--- src/rtl/pu_msp430_pkg.sv ---
// rtl/pu_msp430_pkg.sv - shared types and constants for the msp430 program-memory helpers
package pu_msp430_pkg;

  localparam int PMEM_LDR_SUM_W = 16;

  typedef enum logic [2:0] {
    IDLE = 3'd0,
    LO   = 3'd1,
    HI   = 3'd2,
    WR   = 3'd3,
    RD   = 3'd4,
    CHK  = 3'd5
  } pmem_ldr_state_t;

endpackage

--- src/rtl/pu_msp430_pmem_loader.sv ---
// rtl/pu_msp430_pmem_loader.sv - byte-stream loader into program memory port B with optional checksum read-back
module pu_msp430_pmem_loader
  import pu_msp430_pkg::*;
#(
  parameter int ADDR_MSB = 11,
  parameter int VERIFY   = 1
) (
  input  logic                mclk,
  input  logic                puc_rst,
  input  logic                start,
  input  logic [ADDR_MSB:0]   base_addr,
  input  logic [ADDR_MSB+1:0] word_cnt,
  input  logic [7:0]          s_data,
  input  logic                s_valid,
  output logic                s_ready,
  output logic                ram_en,
  output logic [1:0]          ram_we,
  output logic [ADDR_MSB:0]   ram_addr,
  output logic [15:0]         ram_din,
  input  logic [15:0]         ram_dout,
  output logic                busy,
  output logic                done,
  output logic                err
);

  localparam int CW = ADDR_MSB + 2;
  typedef logic [PMEM_LDR_SUM_W-1:0] sum_t;

  pmem_ldr_state_t r_state, w_state_nxt;
  logic [ADDR_MSB:0] r_base, w_base_nxt;
  logic [CW-1:0]     r_cnt, w_cnt_nxt;
  logic [CW-1:0]     r_i, w_i_nxt;
  logic [CW-1:0]     r_j, w_j_nxt;
  logic [7:0]        r_lo, w_lo_nxt;
  logic [7:0]        r_hi, w_hi_nxt;
  sum_t              r_wsum, w_wsum_nxt;
  sum_t              r_rsum, w_rsum_nxt;
  logic              r_rd_pend, w_rd_pend_nxt;
  logic              r_ram_en, w_ram_en_nxt;
  logic [1:0]        r_ram_we, w_ram_we_nxt;
  logic [ADDR_MSB:0] r_ram_addr, w_ram_addr_nxt;
  logic [15:0]       r_ram_din, w_ram_din_nxt;
  logic              r_busy, w_busy_nxt;
  logic              r_done, w_done_nxt;
  logic              r_err, w_err_nxt;

  logic              w_hs;
  logic [CW-1:0]     w_i_inc;
  logic [ADDR_MSB:0] w_wr_addr;
  logic [ADDR_MSB:0] w_rd_addr;
  sum_t              w_rsum_acc;

  assign s_ready    = (r_state == LO) || (r_state == HI);
  assign w_hs       = s_valid & s_ready;
  assign w_i_inc    = r_i + CW'(1);
  assign w_wr_addr  = r_base + r_i[ADDR_MSB:0];
  assign w_rd_addr  = r_base + r_j[ADDR_MSB:0];
  // Read data lands one cycle after its request; fold it in whenever a read is outstanding.
  assign w_rsum_acc = r_rd_pend ? (r_rsum + ram_dout) : r_rsum;

  always_comb begin
    w_state_nxt    = r_state;
    w_base_nxt     = r_base;
    w_cnt_nxt      = r_cnt;
    w_i_nxt        = r_i;
    w_j_nxt        = r_j;
    w_lo_nxt       = r_lo;
    w_hi_nxt       = r_hi;
    w_wsum_nxt     = r_wsum;
    w_rsum_nxt     = w_rsum_acc;
    w_rd_pend_nxt  = 1'b0;
    w_ram_en_nxt   = 1'b0;
    w_ram_we_nxt   = 2'b00;
    w_ram_addr_nxt = r_ram_addr;
    w_ram_din_nxt  = r_ram_din;
    w_busy_nxt     = r_busy;
    w_done_nxt     = 1'b0;
    w_err_nxt      = r_err;

    case (r_state)
      IDLE: begin
        if (start) begin
          w_base_nxt = base_addr;
          w_cnt_nxt  = word_cnt;
          w_i_nxt    = '0;
          w_j_nxt    = '0;
          w_wsum_nxt = '0;
          w_rsum_nxt = '0;
          w_err_nxt  = 1'b0;
          if (word_cnt == '0) begin
            w_done_nxt = 1'b1;
          end else begin
            w_state_nxt = LO;
            w_busy_nxt  = 1'b1;
          end
        end
      end
      LO: begin
        if (w_hs) begin
          w_lo_nxt    = s_data;
          w_state_nxt = HI;
        end
      end
      HI: begin
        // Outputs are registered, so the write is set up here to appear during WR.
        if (w_hs) begin
          w_hi_nxt       = s_data;
          w_state_nxt    = WR;
          w_ram_en_nxt   = 1'b1;
          w_ram_we_nxt   = 2'b11;
          w_ram_addr_nxt = w_wr_addr;
          w_ram_din_nxt  = {s_data, r_lo};
          if ((VERIFY == 0) && (w_i_inc == r_cnt)) begin
            w_done_nxt = 1'b1;
          end
        end
      end
      WR: begin
        w_wsum_nxt = r_wsum + {r_hi, r_lo};
        w_i_nxt    = w_i_inc;
        if (w_i_inc == r_cnt) begin
          if (VERIFY != 0) begin
            w_state_nxt    = RD;
            w_ram_en_nxt   = 1'b1;
            w_ram_addr_nxt = r_base;
            w_j_nxt        = CW'(1);
          end else begin
            w_state_nxt = IDLE;
            w_busy_nxt  = 1'b0;
          end
        end else begin
          w_state_nxt = LO;
        end
      end
      RD: begin
        w_rd_pend_nxt = 1'b1;
        if (r_j == r_cnt) begin
          w_state_nxt = CHK;
          w_done_nxt  = 1'b1;
        end else begin
          w_ram_en_nxt   = 1'b1;
          w_ram_addr_nxt = w_rd_addr;
          w_j_nxt        = r_j + CW'(1);
        end
      end
      CHK: begin
        w_err_nxt   = (w_rsum_acc != r_wsum);
        w_state_nxt = IDLE;
        w_busy_nxt  = 1'b0;
      end
      default: begin
        w_state_nxt = IDLE;
      end
    endcase
  end

  always_ff @(posedge mclk or posedge puc_rst) begin
    if (puc_rst) begin
      r_state    <= IDLE;
      r_base     <= '0;
      r_cnt      <= '0;
      r_i        <= '0;
      r_j        <= '0;
      r_lo       <= '0;
      r_hi       <= '0;
      r_wsum     <= '0;
      r_rsum     <= '0;
      r_rd_pend  <= 1'b0;
      r_ram_en   <= 1'b0;
      r_ram_we   <= 2'b00;
      r_ram_addr <= '0;
      r_ram_din  <= '0;
      r_busy     <= 1'b0;
      r_done     <= 1'b0;
      r_err      <= 1'b0;
    end else begin
      r_state    <= w_state_nxt;
      r_base     <= w_base_nxt;
      r_cnt      <= w_cnt_nxt;
      r_i        <= w_i_nxt;
      r_j        <= w_j_nxt;
      r_lo       <= w_lo_nxt;
      r_hi       <= w_hi_nxt;
      r_wsum     <= w_wsum_nxt;
      r_rsum     <= w_rsum_nxt;
      r_rd_pend  <= w_rd_pend_nxt;
      r_ram_en   <= w_ram_en_nxt;
      r_ram_we   <= w_ram_we_nxt;
      r_ram_addr <= w_ram_addr_nxt;
      r_ram_din  <= w_ram_din_nxt;
      r_busy     <= w_busy_nxt;
      r_done     <= w_done_nxt;
      r_err      <= w_err_nxt;
    end
  end

  assign ram_en   = r_ram_en;
  assign ram_we   = r_ram_we;
  assign ram_addr = r_ram_addr;
  assign ram_din  = r_ram_din;
  assign busy     = r_busy;
  assign done     = r_done;
  assign err      = r_err;

endmodule
--- config.mk ---
export PLATFORM = sky130hd
export DESIGN_NAME = pu_msp430_pmem_loader
export DESIGN_NICKNAME = d
export VERILOG_FILES = /design/src/rtl/pu_msp430_pkg.sv /design/src/rtl/pu_msp430_pmem_loader.sv
export SDC_FILE = /design/constraint.sdc
export NUM_CORES = 1
export LEC_CHECK = 0
export ABC_CLOCK_PERIOD_IN_PS = 5200
export BUFFER_PORTS_ARGS = -buffer_cell sky130_fd_sc_hd__buf_2
export CORE_MARGIN = 2
export CORE_UTILIZATION = 54
export DETAILED_ROUTE_END_ITERATION = 12
export PLACE_DENSITY = 0.85
export SLEW_MARGIN = 15
export SYNTH_ARGS = -nofsm -noshare
export SYNTH_HDL_FRONTEND = slang
export SYNTH_SLANG_ARGS = --single-unit
--- constraint.sdc ---
create_clock -name mclk -period 5.2 [get_ports mclk]
set_input_delay 1.56 -clock mclk [delete_from_list [all_inputs] [get_ports mclk]]
set_output_delay 1.56 -clock mclk [all_outputs]
set_load 0.05 [all_outputs]
======== Word-level counts from Yosys, hierarchy flattened ========
Index checks and enable logic that the tools add are counted.
word-level totals
  bits in registers ....................... 137
  input port bits ......................... 53
  output and inout bits ................... 35
  word-level logic and storage cells ...... 92
cells by class
  $add $sub $neg .......................... 6
  eq/ne operators ......................... 15
  multiplexer cells ....................... 37
  bitwise logic cells ..................... 1
  reductions and logical operators ........ 16
operators by type and width
  kind                   count
  $mux 16                4
  $mux 13                3
  $pmux 13 s3            1
  $mux 12                3
  $pmux 12 s3            1
  $add 16x16->16         2
  $pmux 16 s2            1
  $add 13x1->13 const B  2
  $eq 13x13->1           2
  $pmux 13 s2            1
  $add 12x12->12         2
  $mux 3                 6
  $ne 16x16->1           1
  $pmux 3 s5             1
  $ne 2x2->1 const B     7
  $logic_not 13->1       1
  $mux 1                 10
  $reduce_and 2->1       5
  $reduce_and 4->1       2
  $eq 3x2->1 const B     2
  $eq 3x3->1 const B     2
  $pmux 1 s2             3
  $reduce_bool 3->1      2
  $reduce_and 5->1       1
  8 further kinds        10

======== Logic depth before layout (Yosys ltp) ========
  word-level depth ........................ 5
  depth in mapped cells ................... 19
  mapped depth without buffers ............ 17

======== Worst setup path before layout ========
Ideal clock, no wire load.
  path kind ............................... input to register
  from .................................... input port ram_dout[0]
  to ...................................... register r_err (netlist: err)
  library setup time ...................... 0.133 ns
  arrival time ............................ 4.079 ns
  data required time ...................... 5.067 ns
  setup slack ............................. 0.988 ns
  stages on the path ...................... 11
  buffers on the path ..................... 0
  path through ............................ ha_1 fa_1 a211oi_1 o21bai_1 a211o_1 a21oi_1 xnor3_1 nor4_1 o211ai_1 o41ai_1 a31oi_1
on the way
  cells in the longest elaborated chain, start to end .. 4
ends and longest elaborated chain
  element               RTL line                      text
  from (decl)           pu_msp430_pmem_loader.sv:20   input logic [15:0] ram_dout,
  $add 16x16->16        pu_msp430_pmem_loader.sv:59   assign w_rsum_acc = r_rd_pend ? (r_rsum + ram_dout) : r_rsum;
  $mux 16               pu_msp430_pmem_loader.sv:59
  $ne 16x16->1          pu_msp430_pmem_loader.sv:147  w_err_nxt = (w_rsum_acc != r_wsum);
  $pmux 1 s2            pu_msp430_pmem_loader.sv:80   case (r_state)
  to (signal assigned)  pu_msp430_pmem_loader.sv:193  r_err <= w_err_nxt;
  to (decl)             pu_msp430_pmem_loader.sv:45   logic r_err, w_err_nxt;
Every way passes these cells.
A chain may end at the register's enable or synchronous reset.

======== Worst setup path after layout ========
Ends and elaborated chain as after synthesis.

==> reports/qor.yml <==
synthesis:
  synth_edf_count: 0
  ys_types: 72
  synthesis.area_sq_um: 8420
  syn_nets: 996
  seq_area_frac_synth_pct: 38.1
  synthFlopType: "dfrtp_1"
  syn_avg_cell_area_sq_um: 9.38
  synth_cells: 897
  ys_warn_count: 0
  ys_seq_elements: 128
  synthArstFlopShare_pct: 100
grt:
  antenna_found_initial: 0
  grt_pass1_vias: 6853
  gr-total-overflow: 0
  grt_pass1_wl_um: 33900
  track_usage_pct: 26.2
  grt_max_degree: 76
cts:
  cts_tree: "built"
  cts_max_path_buffers: 2
  path_clk_slew_ps: 60
  cts_root_buf: "clkbuf_16"
  post_cts_resized: 0
  cts_setup_buffers: 0
  htree_levels: 4
  clkLatencyLatePin_ps: 430
  cts_hold_buf: 0
  numCtsBuffers: 17
  cts.sinks: 128
worst_setup_path:
  cp_slowest_cell: "fa_1"
  ff2ff_path_depth: 15
  crit_path_max_incr_delay_ps: 430
  crit_path_end_kind: "flop"
  critPathMaxFanout: 3
  critPathLaunchType: "input pin"
  crit_chain: "buf_2, ha_1, fa_1, a211oi_1, o21bai_1, a211o_1, a21oi_1, xnor3_1, nor4_1, o211ai_1, o41ai_1, a31oi_1"
  worstPathArrival_ps: 4570
  critPathKind: "in2reg"
  critical_path_buf_inv_count: 1
  crit_cells: 12
  reg2reg_slack_ps: 1490
  path_delay_family: "compound AO/OA/AOI/OAI gates"
  worstPathRequired_ps: 5500
timing:
  setup_ws_ps: 924
  finalMaxSlewViolations: 0
  max_freq_mhz: 234
  clock_skew_ps: 9.49
  hold_viol_final: 0
  setup_tns_ps: 0
  period_needed_ps: 4280
  rsz0062_at_grt: "false"
  worstMarginPinSlew_ps: 1090
  relSlewSlack_pct: 27.4
  finalSetupViolCount: 0
  post-route-period-util_pct: 82.2
pwr:
  p_int_mw: 2.99
  p_leak_nw: 4.51
  pwr-share-comb_pct: 44.8
  p_per_area_nw_per_um2: 543
  clock_power_share_pct: 23.1
  vdd.ir_drop.worst_uv: 375
  power_frac_seq_pct: 32.1
  p_sw_share_pct: 42.7
  netSwitchingPower_mw: 2.22
die:
  pin_count: 88
  dieWidth_um: 129
  core_area_sq_um: 15200
  initial_core_util_pct: 55.4
  row_count: 45
  die_area_sq_um: 16600
  die_h_um: 129
finish:
  area_growth_pct: 14.2
  num_antenna_cells: 0
  nets: 1072
  drive_above_1_share_pct: 20.4
status:
  outcome: "finished clean"
place:
  place_ws_ps: 509
  portBuffers: 87
  place_hpwl_um: 15000
  globalplace.congestion: 0.946
route:
  routed_wl_um: 20900
  vias: 7066
  route.detailed.vias_per_inst: 6.02
  drt_first_pass_iters: 6
  avgRoutedWirePerCell_um: 17.8
  ant_nets: 0
  drc: 0
  drtIter0Drc: 619
hold_path:
  min_delay_path_depth: 1
  min_path_type: "reg2reg"
flow_run:
  maxCapViolCount: 0
-- registers in the layout (all words and copies together) (netlist names) --
register and count:
ram_we 1, r_state 3, r_rsum 16, err 1, ram_en 1, r_lo 8
done 1, r_base 12, r_j 13, ram_din 9, r_wsum 16, r_i 13
r_hi 7, r_cnt 13, r_rd_pend 1, busy 1, ram_addr 12
-- cell usage after synthesis (all sizes together) (8+ instances only) --
master / count / area (sq um)
nor4: 11 / 83.8
buf: 9 / 46.3
nand3: 17 / 90.1
xor2: 44 / 385
clkbuf: 31 / 118
a211oi: 9 / 72.6
mux2i: 16 / 160
mux2: 60 / 676
nand2b: 11 / 68.8
nor3: 22 / 110
nand2: 100 / 375
ha: 43 / 538
o31ai: 13 / 103
a21o: 11 / 82.6
xnor2: 43 / 377
nor2: 77 / 289
a21oi: 50 / 250
o21ai: 69 / 345
a31oi: 8 / 50.1
and3: 16 / 100
inv: 19 / 71.3
dfrtp: 128 / 3200
-- worst register-to-register path: cells and delay by family (launching register included) --
kind / cells / cell delay (ps)
AOI/OAI and AO/OA: 4 / 1140
muxes: 2 / 550
DFF: 1 / 540
and+or+nand+nor: 5 / 490
buffers and inverters: 2 / 460
adders and majority gates: 1 / 320
xor gates and xnor gates: 1 / 80
-- power by group through the flow --
stage          Clock, mW  Combinational (mW)  Sequential (mW)
4_1_cts             1.21                2.34             1.67
5_1_grt             1.26                2.55             1.71
3_5_place_dp           0                2.31             1.68
2_1_floorplan          0                1.48             1.92
3_3_place_gp           0                2.23             1.66
6_report            1.21                2.34             1.67
-- final timing paths --
path,startpoint,endpoint
setup / recovery,ram_dout[0],err$_DFFE_PP0P_
hold / removal,ram_addr[10]$_DFFE_PP0P_,ram_addr[10]$_DFFE_PP0P_
setup reg to reg,r_state[1]$_DFFE_PP0P_,ram_addr[11]$_DFFE_PP0P_
hold reg to reg,ram_addr[10]$_DFFE_PP0P_,ram_addr[10]$_DFFE_PP0P_
max in group asynchronous,puc_rst,r_rsum[7]$_DFF_PP0_
min in group asynchronous,puc_rst,r_hi[3]$_DFFE_PP0P_
-- cell usage in the layout, fill, tap and decap left out, types with 4 or more instances in the layout --
cell type and instances:
a211o_1 4, a211oi_1 8, a21o_1 11, a21oi_1 50, a31oi_1 8, and3_1 16
buf_2 87, buf_4 9, clkbuf_16 17, clkinvlp_4 6, dfrtp_1 128, ha_1 43
inv_1 17, mux2_2 59, mux2i_1 16, nand2_1 100, nand2b_1 11, nand3_1 16
nor2_1 77, nor2b_1 6, nor3_1 21, nor4_1 10, o211ai_1 6, o21a_1 6
o21ai_0 67, o21bai_1 4, o31ai_1 12, o41ai_1 4, or2_2 4, or3_1 6
xnor2_1 43, xor2_1 44
-- through the flow --
stage	utilization [%]	power, mW	hold slack, ps	cell area (sq um)	cells
3_5_place_dp	59.3	3.98	471	9020	1142
5_1_grt	63.2	5.53	499	9610	1173
3_3_place_gp	59.3	3.89	457	9020	1142
4_1_cts	63.2	5.21	483	9610	1173
2_1_floorplan	-	3.41	466	8420	897
6_report	63.2	5.22	480	9610	1173
-- layout make-up --
class	instances	area [sq um]
sequential	128	3200
tap	188	235
clock buffer	17	425
timing repair buffer	97	523
inverter	20	77.6
multi-input combinational	709	4980
fill	1237	5590
clock inverter	14	168
-- layer usage --
metal	vias to the layer above	part of all wire (%)	global-route usage, %
met5	-	0	0
met4	0	2.6	10.2
met3	48	7.7	5.53
met2	312	44	39.1
met1	3337	46	37.5
li1	3369	-	-
-- logic make-up after synthesis --
family / after synthesis / synth area share (%)
simple gates: 287 / 16.2
compound gates: 209 / 15.7
flops: 128 / 38.1
xor+xnor: 91 / 10.1
mux: 76 / 9.93
buf+inv: 60 / 2.84
fa+ha+maj: 46 / 7.11
Power figures use the tool's default switching activity.
